**config.mk**
```make
export PLATFORM = sky130hd
export DESIGN_NAME = enigma_step_ctrl
export DESIGN_NICKNAME = d
export VERILOG_FILES = /design/src/rtl/enigma_pkg.sv /design/src/rtl/enigma_rotor_inc.sv /design/src/rtl/enigma_step_ctrl.sv
export SDC_FILE = /design/constraint.sdc
export NUM_CORES = 1
export LEC_CHECK = 0
export BUFFER_PORTS_ARGS = -buffer_cell sky130_fd_sc_hd__buf_4
export CORE_MARGIN = 5
export CORE_UTILIZATION = 25
export CTS_CLUSTER_DIAMETER = 100
export DETAILED_ROUTE_END_ITERATION = 8
export PLACE_DENSITY = 0.49
export SYNTH_ARGS = -nofsm -noshare
export SYNTH_HDL_FRONTEND = slang
export SYNTH_SLANG_ARGS = --single-unit
```
**constraint.sdc**
```tcl
create_clock -name clk_i -period 2.62 [get_ports clk_i]
set_clock_uncertainty 0.2 [all_clocks]
set_input_delay 0.524 -clock clk_i [delete_from_list [all_inputs] [get_ports clk_i]]
set_output_delay 0.524 -clock clk_i [all_outputs]
set_load 0.01 [all_outputs]
```
**src/rtl/enigma_pkg.sv**
```systemverilog
// enigma_pkg: shared constants and types for the enigma rotor stepping logic.
//   ALPHA       alphabet size; rotor positions wrap modulo ALPHA
//   POS_W       rotor position width (ALPHA <= 2**POS_W)
//   NOTCH*_DEF  default notch positions for the fast and middle rotors
package enigma_pkg;

  localparam int unsigned ALPHA      = 26;
  localparam int unsigned POS_W      = 5;
  localparam int unsigned NOTCH0_DEF = 16;
  localparam int unsigned NOTCH1_DEF = 4;
  localparam int unsigned CNT_W      = 8;

  typedef logic [POS_W-1:0] rot_pos_t;

  typedef enum logic [1:0] {
    IDLE = 2'd0,
    RUN  = 2'd1,
    DONE = 2'd2
  } step_state_t;

  typedef struct packed {
    rot_pos_t p2;
    rot_pos_t p1;
    rot_pos_t p0;
  } rot_set_t;

  // Fold an out-of-range key position back into the alphabet (single subtract).
  function automatic rot_pos_t key_reduce(input rot_pos_t k);
    return (k >= rot_pos_t'(ALPHA)) ? rot_pos_t'(k - rot_pos_t'(ALPHA)) : k;
  endfunction

endpackage

```
**src/rtl/enigma_rotor_inc.sv**
```systemverilog
// enigma_rotor_inc: combinational modulo-ALPHA increment with enable.
//   pos         current rotor position
//   en          step this rotor
//   pos_next_c  position after the (optional) step
module enigma_rotor_inc
  import enigma_pkg::*;
(
  input  logic [POS_W-1:0] pos,
  input  logic             en,
  output logic [POS_W-1:0] pos_next_c
);

  always_comb begin
    pos_next_c = pos;
    if (en) begin
      pos_next_c = (pos == rot_pos_t'(ALPHA - 1)) ? '0 : rot_pos_t'(pos + rot_pos_t'(1));
    end
  end

endmodule

```
**src/rtl/enigma_step_ctrl.sv**
```systemverilog
// enigma_step_ctrl: frame sequencer and three-rotor stepping controller.
// Holds the key, frames a message of symb_numb_i symbols and steps the rotors
// (odometer carry) once per accepted symbol, before encipherment.
// Optional macro ENIGMA_DOUBLE_STEP_EN enables the historical double-step
// anomaly of the middle rotor; otherwise the rotors behave as a pure odometer.
// Ports:
//   clk_i, rst_i            clock, asynchronous active-high reset
//   key_val_i, key_pos*_i   key load strobe and fast/middle/slow key positions
//   frame_start_i           start (or restart) a frame from the key
//   symb_numb_i             frame length, sampled on frame_start_i
//   symb_val_i              one symbol presented this cycle
//   rot_pos*_o              registered fast/middle/slow rotor positions
//   pos_val_o               positions updated for the symbol accepted last cycle
//   busy_o                  frame in progress
//   frame_done_o            pulse with the final pos_val_o (or for an empty frame)
//   proto_err_o             sticky: symbol seen outside a frame
module enigma_step_ctrl
  import enigma_pkg::*;
#(
  parameter int unsigned NOTCH0 = NOTCH0_DEF,
  parameter int unsigned NOTCH1 = NOTCH1_DEF
) (
  input  logic             clk_i,
  input  logic             rst_i,
  input  logic             key_val_i,
  input  logic [POS_W-1:0] key_pos0_i,
  input  logic [POS_W-1:0] key_pos1_i,
  input  logic [POS_W-1:0] key_pos2_i,
  input  logic             frame_start_i,
  input  logic [CNT_W-1:0] symb_numb_i,
  input  logic             symb_val_i,
  output logic [POS_W-1:0] rot_pos0_o,
  output logic [POS_W-1:0] rot_pos1_o,
  output logic [POS_W-1:0] rot_pos2_o,
  output logic             pos_val_o,
  output logic             busy_o,
  output logic             frame_done_o,
  output logic             proto_err_o
);

  localparam rot_pos_t NOTCH0_POS = rot_pos_t'(NOTCH0);
  localparam rot_pos_t NOTCH1_POS = rot_pos_t'(NOTCH1);

  step_state_t      state_q;
  rot_set_t         key_q;
  rot_set_t         rot_q;
  rot_set_t         rot_step_c;
  logic [CNT_W-1:0] count_q;
  logic [CNT_W-1:0] len_q;
  logic [CNT_W-1:0] count_inc_c;
  logic             s1_c;
  logic             s2_c;

  // Step enables from the pre-step positions; the fast rotor always steps.
`ifdef ENIGMA_DOUBLE_STEP_EN
  assign s1_c = (rot_q.p0 == NOTCH0_POS) | (rot_q.p1 == NOTCH1_POS);
  assign s2_c = (rot_q.p1 == NOTCH1_POS);
`else
  assign s1_c = (rot_q.p0 == NOTCH0_POS);
  assign s2_c = s1_c & (rot_q.p1 == NOTCH1_POS);
`endif

  enigma_rotor_inc u_inc0 (.pos(rot_q.p0), .en(1'b1), .pos_next_c(rot_step_c.p0));
  enigma_rotor_inc u_inc1 (.pos(rot_q.p1), .en(s1_c), .pos_next_c(rot_step_c.p1));
  enigma_rotor_inc u_inc2 (.pos(rot_q.p2), .en(s2_c), .pos_next_c(rot_step_c.p2));

  assign count_inc_c = CNT_W'(count_q + CNT_W'(1));

  // Key registers: loadable any time, applied to the rotors only at frame start.
  always_ff @(posedge clk_i or posedge rst_i) begin
    if (rst_i) begin
      key_q <= '0;
    end else if (key_val_i) begin
      key_q.p0 <= key_reduce(key_pos0_i);
      key_q.p1 <= key_reduce(key_pos1_i);
      key_q.p2 <= key_reduce(key_pos2_i);
    end
  end

  // Frame FSM; frame_start_i takes priority over everything and swallows a
  // coincident symbol.
  always_ff @(posedge clk_i or posedge rst_i) begin
    if (rst_i) begin
      state_q      <= IDLE;
      rot_q        <= '0;
      count_q      <= '0;
      len_q        <= '0;
      pos_val_o    <= 1'b0;
      busy_o       <= 1'b0;
      frame_done_o <= 1'b0;
      proto_err_o  <= 1'b0;
    end else begin
      pos_val_o    <= 1'b0;
      frame_done_o <= 1'b0;
      if (frame_start_i) begin
        rot_q       <= key_q;
        count_q     <= '0;
        len_q       <= symb_numb_i;
        proto_err_o <= 1'b0;
        busy_o      <= 1'b1;
        state_q     <= (symb_numb_i != '0) ? RUN : DONE;
      end else begin
        case (state_q)
          IDLE: begin
            if (symb_val_i) begin
              proto_err_o <= 1'b1;
            end
          end
          RUN: begin
            if (symb_val_i) begin
              rot_q     <= rot_step_c;
              pos_val_o <= 1'b1;
              count_q   <= count_inc_c;
              if (count_inc_c == len_q) begin
                frame_done_o <= 1'b1;
                busy_o       <= 1'b0;
                state_q      <= IDLE;
              end
            end
          end
          DONE: begin
            frame_done_o <= 1'b1;
            busy_o       <= 1'b0;
            state_q      <= IDLE;
          end
          default: begin
            busy_o  <= 1'b0;
            state_q <= IDLE;
          end
        endcase
      end
    end
  end

  assign rot_pos0_o = rot_q.p0;
  assign rot_pos1_o = rot_q.p1;
  assign rot_pos2_o = rot_q.p2;

endmodule

```
==> results of run 1 <==
[cell families (layout without fill, tap and decap cells)]
logic type,Yosys count,in the layout,synth area share (%)
simple gates,99,99,18.4
fa+ha+maj,15,15,6.22
flops,52,52,43.1
mux,18,18,6.55
buf+inv,41,84,5.23
xor+xnor,18,18,5.23
compound gates,73,73,15.2
[cell usage in the layout (no fill, tap or decap), drive strengths merged, types with 2 or more instances in the layout]
cell,count
a211o,2
a211oi,3
a21oi,21
a221o,3
a31oi,2
a32oi,2
and3,2
buf,48
clkbuf,5
clkinv,2
dfrtp,52
ha,15
inv,29
mux2,14
mux2i,4
nand2,26
nand3,17
nand4,2
nor2,22
nor2b,3
nor3,7
nor3b,2
nor4,5
nor4b,2
o211ai,8
o21ai,23
or3,5
xnor2,15
xor2,3
[worst max path at each step]
stage                                 from                         to  slack [ns]  cells past startpoint
floorplan           state_q[1]$_DFFE_PP0P_  rot_pos2_o[0]$_DFFE_PP0P_        0.61                      6
global placement    state_q[1]$_DFFE_PP0P_  rot_pos2_o[0]$_DFFE_PP0P_        0.48                      6
detailed placement  state_q[1]$_DFFE_PP0P_  rot_pos2_o[0]$_DFFE_PP0P_        0.44                      6
CTS                 state_q[1]$_DFFE_PP0P_  rot_pos2_o[0]$_DFFE_PP0P_        0.43                      6
global route        state_q[1]$_DFFE_PP0P_  rot_pos2_o[2]$_DFFE_PP0P_        0.31                      7
finish              state_q[1]$_DFFE_PP0P_  rot_pos2_o[0]$_DFFE_PP0P_        0.46                      6
[report_power, final]
part	internal [µW]	switching [µW]	total [µW]
logic	202	211	413
clock network	358	311	669
registers	882	94.8	976
total	1440	616	2060
[sequential cells by signal, summed over array words and instances (netlist names)]
signal        cells
count_q           8
len_q             8
rot_pos1_o        5
rot_pos0_o        5
proto_err_o       1
rot_pos2_o        5
pos_val_o         1
frame_done_o      1
busy_o            1
state_q           2
key_q            15
[worst max-delay path, stage by stage, from the launching register on]
cell,delay [ns]
dfrtp_1,0.41
inv_1,0.09
ha_1,0.29
nand3b_4,0.14
nor4_4,0.47
nor2_2,0.10
a221o_2,0.36
[cells in the mapped netlist, types with 2 or more instances]
cell type and n:
xor2_1 3, nand2_1 26, buf_2 3, nor3_1 6, or3_1 5, and3_1 2, mux2i_1 4, mux2_2 14
nor2b_1 3, a32oi_1 2, nor4b_2 2, o211ai_1 8, o21ai_0 23, xnor2_1 15, nor3b_1 2, nor2_1 21
clkbuf_1 9, nand3_1 17, nor4_1 3, a21oi_1 21, ha_1 15, inv_1 28, a221o_1 2, a211oi_1 3
dfrtp_1 52, a31oi_1 2
[through the flow]
stage	worst slack, ns	cells	util, %
finish	0.459	506	30.7
detailed placement	0.440	498	29.5
CTS	0.425	506	30.7
floorplan	0.613	316	-
global placement	0.480	498	29.5
global route	0.311	506	30.7
[final cells by class]
type                    count  area, µm²  share of cell area (%)
inverters                  28        105                    2.87
repair buffers             48        360                    9.86
clock buffers               5        125                    3.42
well taps                 147        184                    5.03
multi-input cells         223       1560                    42.6
clock inverters             3       22.5                   0.616
flip-flops and latches     52       1300                    35.6
[metal layers]
layer	up-vias	share of wire, %	GRT usage, %
li1	1205	-	-
met1	1096	50	13.3
met2	51	43	15.8
met3	12	5.1	2.64
met4	0	1.8	3.36
met5	-	0	0
==> impl_metrics.env, run 1 <==
export IMPL_status="finished, final reports clean"
export IMPL_yosysTopAreaCell="dfrtp_1"
export IMPL_cts_max_path_buffers=2
export IMPL_cap_viol_max_count=0
export IMPL_path_clk_slew_ns=0.07
export IMPL_ys_warnings_count=0
export IMPL_antenna_cells=0
export IMPL_setup_tns_ns=0
export IMPL_cts_root_buf="clkbuf_16"
export IMPL_crit_type="flip-flop to flip-flop"
export IMPL_power_leakage_uw=0.00160
export IMPL_rrSetupSlack_ns=0.46
export IMPL_first_pass_iters=4
export IMPL_syn_area_mm2=0.00302
export IMPL_finalPower_uw=2060
export IMPL_synth_seq_cells=52
export IMPL_r2r_cells=6
export IMPL_post_cts_repair_setup_buffers=0
export IMPL_netlist_instances=316
export IMPL_fin_area_mm2=0.00366
export IMPL_die_area_mm2=0.0144
export IMPL_grt_overflow=0
export IMPL_hold_viol=0
export IMPL_fmax_ghz=0.463
export IMPL_grt_max_degree=53
export IMPL_via_per_inst=4.67
export IMPL_synth_edf_count=0
export IMPL_cp_end_kind="flip-flop"
export IMPL_hold_ws_ns=0.208
export IMPL_wl_mm=6.81
export IMPL_avgSynthCellArea_um2=9.55
export IMPL_fill_cells=1261
export IMPL_nets=401
export IMPL_ys_dominant_reg_cell="dfrtp_1"
export IMPL_routabilityCongestion=0.779
export IMPL_cts_resized=0
export IMPL_detail_route_antenna_nets=0
export IMPL_fin_crit_ns=2.16
export IMPL_hold_buffers=0
export IMPL_grt_pass1_vias=2441
export IMPL_clkLatencyLatePin_ns=0.29
export IMPL_cts_buffers=5
export IMPL_crit_fanout=6
export IMPL_wl_per_cell_um=13.5
export IMPL_cts_tree="yes"
export IMPL_grt_pass1_wl_mm=11.8
export IMPL_critical_path_required_ns=2.60
export IMPL_drc=0
export IMPL_startpoint_type="flip-flop"
export IMPL_final_layout_size_suffix_gt1_share_pct=23.1
export IMPL_cts_htree_levels=2
export IMPL_start_util_pct=25.3
export IMPL_dpl_hpwl_mm=5.08
export IMPL_max_slew_margin_rel_pct=55.0
export IMPL_tightest_slew_ns=0.674
export IMPL_core_mm2=0.0119
export IMPL_antenna_found_initial=0
export IMPL_drtIter0Drc=74
export IMPL_placed_area_mm2=0.00351
export IMPL_syn_to_final_growth_pct=21.2
export IMPL_timing_rr_end="rot_pos2_o[0]$_DFFE_PP0P_"
export IMPL_ys_top_cells_by_area="dfrtp_1 43%, ha_1 6.2%, mux2_2 5.2%"
export IMPL_async_flop_share_pct=100
export IMPL_grtUsageTotal_pct=10.0
export IMPL_num_rows=40
export IMPL_synth_nets=359
export IMPL_drv_slew=0
export IMPL_rsz0062_at_grt="false"
export IMPL_finalCritPeriodShare_pct=82.5
export IMPL_powerDensity_mw_per_mm2=563
export IMPL_ir_drop_uv=276
export IMPL_r2r_start="state_q[1]$_DFFE_PP0P_"
export IMPL_die_w_um=120
export IMPL_ys_types=51
export IMPL_clock_sinks=52
export IMPL_vias=2364
export IMPL_die_height_um=120
export IMPL_ys_seq_area_share_pct=43.1
export IMPL_ios=47
export IMPL_port_buffers=46
export IMPL_hold_path_class="input pin to async pin"
export IMPL_synth_top_area_share_pct=43.1
export IMPL_arrival_ns=2.14
export IMPL_finalSetupViolations=0
Note: power is estimated with default switching activity, not from simulation.
==> inputs of run 2 (changes only) <==
Clock period 2.62 ns to 2.19 ns, I/O delays scaled along.
==> run 2 against run 1 <==
The run now ends with hold timing left; die area is the same; critical path depth did not move; sequential cell count unchanged; hold slack lost 0.21 ns; count of clock-buffer cells in the layout up 1; core utilization up 0.80 points; global-route usage up 0.14 points; critical path type unchanged; largest cell class unchanged.
==> impl_metrics.env, run 2 (same netlist as run 1, synthesis figures left out) <==
export IMPL_finalNonFillerCells=514
export IMPL_ir_drop_uv=311
export IMPL_core_mm2=0.0119
export IMPL_r2r_cells=6
export IMPL_nets=409
export IMPL_tightest_slew_ns=0.552
export IMPL_crit_fanout=6
export IMPL_hold_path_class="input pin to async pin"
export IMPL_detail_route_antenna_nets=0
export IMPL_r2r_start="count_q[0]$_DFFE_PP0P_"
export IMPL_fmax_ghz=0.490
export IMPL_clkLatencyLatePin_ns=0.29
export IMPL_die_height_um=120
export IMPL_cap_viol_max_count=0
export IMPL_arrival_ns=2.01
export IMPL_status="finished, violations left"
export IMPL_cts_buffers=5
export IMPL_finalSetupViolations=0
export IMPL_port_buffers=46
export IMPL_largest_reg_flops=15
export IMPL_antenna_found_initial=0
export IMPL_routabilityCongestion=0.788
export IMPL_hold_ws_ns=-0.00544
export IMPL_via_per_inst=4.78
export IMPL_wl_mm=6.95
export IMPL_final_common_cell="buf_4"
export IMPL_clock_sinks=52
export IMPL_cts_root_buf="clkbuf_16"
export IMPL_cts_tree="yes"
export IMPL_critical_path_required_ns=2.16
export IMPL_hold_buffers=0
export IMPL_wl_per_cell_um=13.5
export IMPL_grt_pass1_vias=2468
export IMPL_final_layout_size_suffix_gt1_share_pct=25.3
export IMPL_setup_tns_ns=0
export IMPL_startpoint_type="flip-flop"
export IMPL_dpl_hpwl_mm=5.19
export IMPL_drv_slew=0
export IMPL_path_clk_slew_ns=0.07
export IMPL_hold_viol=16
export IMPL_grt_max_degree=53
export IMPL_largestRegisters="key_q (15), count_q (8), len_q (8)"
export IMPL_grt_util_met1_pct=13.5
export IMPL_timing_rr_end="frame_done_o$_DFF_PP0_"
export IMPL_cp_end_kind="flip-flop"
export IMPL_grt_pass1_wl_mm=12.0
export IMPL_power_leakage_uw=0.00165
export IMPL_syn_to_final_growth_pct=24.3
export IMPL_crit_type="flip-flop to flip-flop"
export IMPL_drc=0
export IMPL_start_util_pct=25.3
export IMPL_die_w_um=120
export IMPL_die_area_mm2=0.0144
export IMPL_grt_overflow=0
export IMPL_met2_usage_pct=16.1
export IMPL_cts_max_path_buffers=2
export IMPL_grtUsageTotal_pct=10.2
export IMPL_cts_htree_levels=2
export IMPL_place_inst=505
export IMPL_vias=2457
export IMPL_ios=47
export IMPL_powerDensity_mw_per_mm2=657
export IMPL_violations="hold timing"
export IMPL_grt_busiest_layer="met2"
export IMPL_drtIter0Drc=95
export IMPL_first_pass_iters=4
export IMPL_num_rows=40
export IMPL_met3_usage_pct=2.64
export IMPL_fin_crit_ns=2.04
export IMPL_antenna_cells=0
export IMPL_layout_common_cells="55 x buf_4, 52 x dfrtp_1, 27 x inv_1"
export IMPL_rsz0062_at_grt="false"
export IMPL_max_slew_margin_rel_pct=62.8
export IMPL_regMostFlops="key_q"
export IMPL_finalCritPeriodShare_pct=93.2
export IMPL_rrSetupSlack_ns=0.15
export IMPL_finalPower_uw=2460
[run 2: worst max path at each step]
stage / startpoint / to / slack (ns) / depth (start not counted)
2_1_floorplan: state_q[1]$_DFFE_PP0P_ / rot_pos2_o[0]$_DFFE_PP0P_ / 0.18 / 6
3_3_place_gp: state_q[1]$_DFFE_PP0P_ / rot_pos2_o[0]$_DFFE_PP0P_ / 0.14 / 6
3_5_place_dp: state_q[1]$_DFFE_PP0P_ / rot_pos2_o[0]$_DFFE_PP0P_ / 0.10 / 6
4_1_cts: state_q[1]$_DFFE_PP0P_ / rot_pos2_o[0]$_DFFE_PP0P_ / 0.09 / 6
5_1_grt: count_q[0]$_DFFE_PP0P_ / busy_o$_DFFE_PP0P_ / 0.006 / 6
6_report: count_q[0]$_DFFE_PP0P_ / frame_done_o$_DFF_PP0_ / 0.15 / 6
[run 2: report_power, final]
group	internal [µW]	total, µW	switching [µW]
sequential	1060	1160	102
clock	426	773	347
combinational	260	533	274
total	1740	2460	722
[run 2: metrics by stage]
step	util, %	worst slack, ns	instance area, µm²
after CTS	31.2	0.0925	3720
after global routing	31.5	0.00637	3750
final	31.5	0.149	3750
after floorplan	-	0.183	3020
after detailed placement	30.0	0.103	3570
after global placement	30.0	0.143	3570
[run 2: what timing repair did]
item                       CTS  global route
setup endpoints to repair    0             6
setup buffers                0             1
resized for setup            0             5
[run 2: routing by layer]
metal / vias to the layer above / share of wire [%]
met3: 12 / 4.9
li1: 1223 / -
met1: 1168 / 48
met5: - / 0
met4: 0 / 2.1
met2: 54 / 45
[run 2: critical path, stage by stage (launching register included)]
cell and delay (ns):
dfrtp_1 0.47, ha_1 0.25, nand3_1 0.20, nand3_1 0.12, a21boi_1 0.34, nor4_2 0.10
o211a_1 0.24
[run 2: final cells by class]
cell class | count | area (µm²)
fill | 1282 | 8160
multi-input combinational | 223 | 1580
sequential | 52 | 1300
timing repair buffer | 56 | 433
tap | 147 | 184
clock buffer | 6 | 129
inverter | 28 | 105
clock inverter | 2 | 16.3
